### src/rtl/calculate_velocity.sv
// Velocity integrator for the teeter ball model: on every prescaled physics tick it
// bounces, accelerates, damps and saturates the velocity, then publishes it with a strobe.
module calculate_velocity #(
    parameter int TICK_DIV       = 1000000,
    parameter int ACCEL_SHIFT    = 0,
    parameter int FRICTION_SHIFT = 5,
    parameter int BOUNCE_SHIFT   = 1,
    parameter int VMAX           = 256
) (
    input  logic        CLK,
    input  logic        i_rst,
    input  logic        i_enable,
    input  logic [7:0]  i_tilt,
    input  logic        i_hit_low,
    input  logic        i_hit_high,
    output logic [31:0] o_velocity,
    output logic        o_calc_time
);

    localparam int CNT_W = $clog2(TICK_DIV);

    typedef enum logic [1:0] {IDLE, ACCEL, DAMP, ISSUE} state_t;

    state_t             state;
    logic [CNT_W-1:0]   cnt;
    logic               tick;
    logic signed [31:0] v;
    logic signed [31:0] accel;
    logic signed [31:0] v_accel;
    logic signed [31:0] mag;
    logic signed [31:0] friction;
    logic signed [31:0] v_fric;
    logic signed [31:0] v_damp;

    assign tick  = i_enable && (cnt == CNT_W'(TICK_DIV - 1));
    assign accel = $signed({{24{i_tilt[7]}}, i_tilt}) <<< ACCEL_SHIFT;

    // NOTE: every always_comb output gets a default first so no path can infer a latch.
    always_comb begin
        v_accel = v;
        if (i_hit_low && i_hit_high) begin
            v_accel = '0;
        end else begin
            if (i_hit_low && v < 0)
                v_accel = (-v) >>> BOUNCE_SHIFT;
            else if (i_hit_high && v > 0)
                v_accel = -(v >>> BOUNCE_SHIFT);
            v_accel = v_accel + accel;
        end
    end

    // Friction works on the magnitude so it pulls symmetrically toward zero.
    always_comb begin
        mag      = v[31] ? -v : v;
        friction = mag >>> FRICTION_SHIFT;
        v_fric   = v[31] ? v + friction : v - friction;
        v_damp   = v_fric;
        if (v_fric > VMAX)
            v_damp = VMAX;
        else if (v_fric < -VMAX)
            v_damp = -VMAX;
    end

    // NOTE: state registers use non-blocking assignments; reset is synchronous and wins over all.
    always_ff @(posedge CLK) begin
        if (i_rst)
            cnt <= '0;
        else if (tick)
            cnt <= '0;
        else if (i_enable)
            cnt <= cnt + CNT_W'(1);
    end

    // The damped value is loaded into o_velocity on the same edge that raises the strobe,
    // so the downstream stage sees a fresh velocity exactly while o_calc_time is high.
    always_ff @(posedge CLK) begin
        if (i_rst) begin
            state       <= IDLE;
            v           <= '0;
            o_velocity  <= '0;
            o_calc_time <= 1'b0;
        end else begin
            o_calc_time <= 1'b0;
            case (state)
                IDLE: begin
                    if (tick)
                        state <= ACCEL;
                end
                ACCEL: begin
                    v     <= v_accel;
                    state <= DAMP;
                end
                DAMP: begin
                    v           <= v_damp;
                    o_velocity  <= v_damp;
                    o_calc_time <= 1'b1;
                    state       <= ISSUE;
                end
                ISSUE: begin
                    state <= IDLE;
                end
                default: begin
                    state <= IDLE;
                end
            endcase
        end
    end

endmodule

### config.mk
export PLATFORM = sky130hd
export DESIGN_NAME = calculate_velocity
export DESIGN_NICKNAME = d
export VERILOG_FILES = /design/src/rtl/calculate_velocity.sv
export SDC_FILE = /design/constraint.sdc
export NUM_CORES = 1
export LEC_CHECK = 0
export CORE_ASPECT_RATIO = 1.25
export CORE_MARGIN = 3
export CORE_UTILIZATION = 45
export DETAILED_ROUTE_END_ITERATION = 16
export RECOVER_POWER = 50
export SYNTH_ARGS = -nofsm -noshare
export SYNTH_HDL_FRONTEND = slang
export SYNTH_SLANG_ARGS = --single-unit
### constraint.sdc
create_clock -name CLK -period 9.5 [get_ports CLK]
set_clock_uncertainty 0.15 [all_clocks]
set_input_delay 2.375 -clock CLK [delete_from_list [all_inputs] [get_ports CLK]]
set_output_delay 2.375 -clock CLK [all_outputs]
set_load 0.1 [all_outputs]
==> results.md <==
- Largest family of logic cells by synthesized area: compound AO/OA/AOI/OAI gates
- Cts repair resizes: 0
- Routed length per instance: 19.7 um
- Total Routing Usage GR: 0.268
- CP Max Fanout: 24
- Die width: 138 um
- Iter 0 DRT Violations: 1,046
- Min Tclk post-route: 8.75 ns
- Syn_area_per_cell: 7.08 sq um
- RSZ-0062 raised after global routing: false
- Worst hold stages: 2
- Cts hold-fix bufs: 0
- Post-Route Setup TNS: 0 ns
- Hold_sp: o_velocity[21]
- Status: complete, no violations
- Fin nets: approximately 1,500
- MaxCap Viol Count: 0
- Most numerous cell in the Yosys netlist: nand2_1
- Vias per cell: 6.38
- Max Used Layer: met4
- Skew-Pair Late Insertion Delay: 0.35 ns
- Post-Synthesis Cells: 1,393
- #FFs+latches synth: 87
- Hold Vio Cnt, Final: 0
- CTS buffer count: 9
- Yosys top cell by area: dfxtp_1
- Starting density of the core: 0.466
- Synth-to-layout area growth: 9.07%
- FFs w/ async S/R, synth: 0
- Clock buffer depth: 2
- Synth Area in XOR/XNOR: 0.0904
- ANT cells: 0
- Fill count: 2,173
- HPWL Detailed: between 20,000 and 30,000 um
- Post-synth cell types: 82
- Antenna violations before repair: 0
- FP Rows: 59
- CTS tree: done
- Worst Setup Path Type: flip-flop to flip-flop
- Largest net degree at the start of global routing: slightly below 70
- GPL Wtd Cong: 0.922
- Met2 wire length: 14,800 um
- Slew Limit Fails: 0
- Worst-path clk slew: 0.08 ns
- Post-synthesis mux area share: 0.00621
- Clock tree root driver cell: clkbuf_16
- Reg-to-Reg End: v[9]
- Core area: 21,200 sq um
- Multi-input logic area: 7640 sq um
- Final period util: 0.921
- Vias in the first global route: 9,831
- Compound-cell area share of the yosys netlist: 0.299
- Yosys warnings: 0
- Post-CTS setup buffers: 0
- Post-Synth Adder-Cell Area: 0.0979
- Synth Flop Type: dfxtp_1
- Wl on met1: about 15,000 um
- DRC: 0
- Antenna Violating Nets Remaining: 0
- Fraction of layout cells with a size suffix above 1: 0.0571
- Largest cells by area after synthesis: dfxtp_1, ha_1, a21oi_1
- Worst-Margin Slew: about 1.4 ns
- Height of the chip: about 170 um
- Final wirelength: 32,600 um
- List of most frequent post-synthesis cells: nand2_1, a21oi_1, nor2_1, dfxtp_1, clkbuf_1
- Reg2reg path depth: 24
- Synth Area in Simple Gates: 0.280
- First-pass GRT wire length: 52,400 um
- Post-synth top area share: 0.177
- H-tree depth: 3
- Final setup vio count: 0
- Hold Path End: o_velocity[21]
- Critical Path Source Type: flip-flop
- Fmax: 114 MHz
- IO Pins: 46
- Slew headroom: 0.0889
- R2R setup slack: between 0.7 and 0.8 ns
- Die area: between 20,000 and 25,000 sq um
- Met3 wire length: 1760 um
- Netlist Area Pre-Place: between 9000 and 10,000 sq um
- # port buffers: 45
- Critical Path RT: 9.61 ns
- Critical Path AT: 8.86 ns
- Register area: around 1700 sq um
- EDFF count, synth: 0
- Grt ovf: 0
- Via count: roughly 11,000
- Hold Path Class: flip-flop to flip-flop
- Reg2reg start: v[0]
- Synthesized Nets: approximately 1,500
- Crit. End Element: flip-flop
- Drt pass-1 iters: 5
- Register area share after synthesis: 0.177
- CTS sink count: 87
-- flip-flops by register name (all words and copies together), names as in the netlist --
signal,flops
v,32
o_velocity,32
state,2
cnt,20
o_calc_time,1
-- kinds of logic (layout without fill, tap and decap cells) --
family                   Yosys count  after routing
flip-flops                        87             87
XOR/XNOR                         101            101
adder cells (fa/ha/maj)           76             76
multiplexers                       6              6
AO/OA/AOI/OAI                    451            451
buffers and inverters            124            114
AND/OR/NAND/NOR                  548            548
-- worst max-delay path, cell delays in order (launching register included) --
cell	delay [ns]
dfxtp_1	0.31
buf_4	0.19
inv_1	0.11
ha_1	0.19
nor3b_2	0.46
nand4_1	0.45
nor4_1	0.45
o21ai_0	0.11
a32oi_1	0.25
o31ai_1	0.22
or4_1	0.56
o21ai_0	0.27
xnor2_1	0.11
ha_1	0.40
a21oi_1	0.31
o21bai_1	0.12
a21o_1	0.23
or4_1	0.46
o311ai_0	0.11
a211oi_1	0.14
or4_1	0.48
or4_4	0.46
o22ai_1	1.06
o21ai_0	0.66
a311oi_1	0.40
-- cell usage in the layout (no fill, tap or decap), types with 10 or more instances in the layout --
cell type        instances
inv_1                   28
dlygate4sd3_1           34
or3_1                   12
a22oi_1                 10
and3_1                  16
o22ai_1                 27
a21oi_1                139
xnor2_1                 52
nor3_1                  35
nand2b_1                11
or4_1                   15
nor4_1                  20
o21a_1                  13
or2_2                   13
a311oi_1                32
o21ai_0                 78
nand4_1                 30
a211oi_1                16
dfxtp_1                 87
buf_4                   22
a31oi_1                 13
xor2_1                  48
ha_1                    73
o211ai_1                12
nor2_1                 140
clkdlybuf4s50_1         10
nand2_1                159
and2_1                  11
a21o_1                  23
nand3_1                 35
-- routing by layer --
metal	up-vias	track usage
li1	5181	-
met1	4942	0.367
met2	396	0.443
met3	59	0.0222
met4	0	0.0967
met5	-	0
-- how the worst max path moves through the flow --
stage / from / slack (ns) / cells after the start / end
after floorplan: v[2] / 2.23 / 30 / v[8]
after detailed placement: v[1] / 0.86 / 29 / v[4]
after global placement: v[1] / 1.08 / 29 / v[0]
after CTS: v[1] / 0.81 / 29 / v[4]
after global routing: v[0] / 0.003 / 30 / v[4]
final: v[0] / 0.75 / 24 / v[9]
-- area by class of cell --
class | instances | area share
clock inverter | 7 | 0.00814
inverter | 30 | 0.0105
timing repair buffer | 68 | 0.0571
tap | 274 | 0.0319
sequential | 87 | 0.162
multi-input combinational | 1182 | 0.710
clock buffer | 9 | 0.0209
-- through the flow --
step	setup slack [ns]	hold WS, ns	utilization	std cells	instance area, sq um
floorplan	2.23	0.312	-	1393	9870
global placement	1.08	0.301	0.494	1641	10500
detailed placement	0.859	0.306	0.494	1641	10500
CTS	0.809	0.316	0.508	1657	10800
global route	0.00282	0.322	0.508	1657	10800
finish	0.747	0.310	0.508	1657	10800
Power is not shown: default switching activity piles up to over one toggle a cycle in this logic, so the estimate is an artifact.
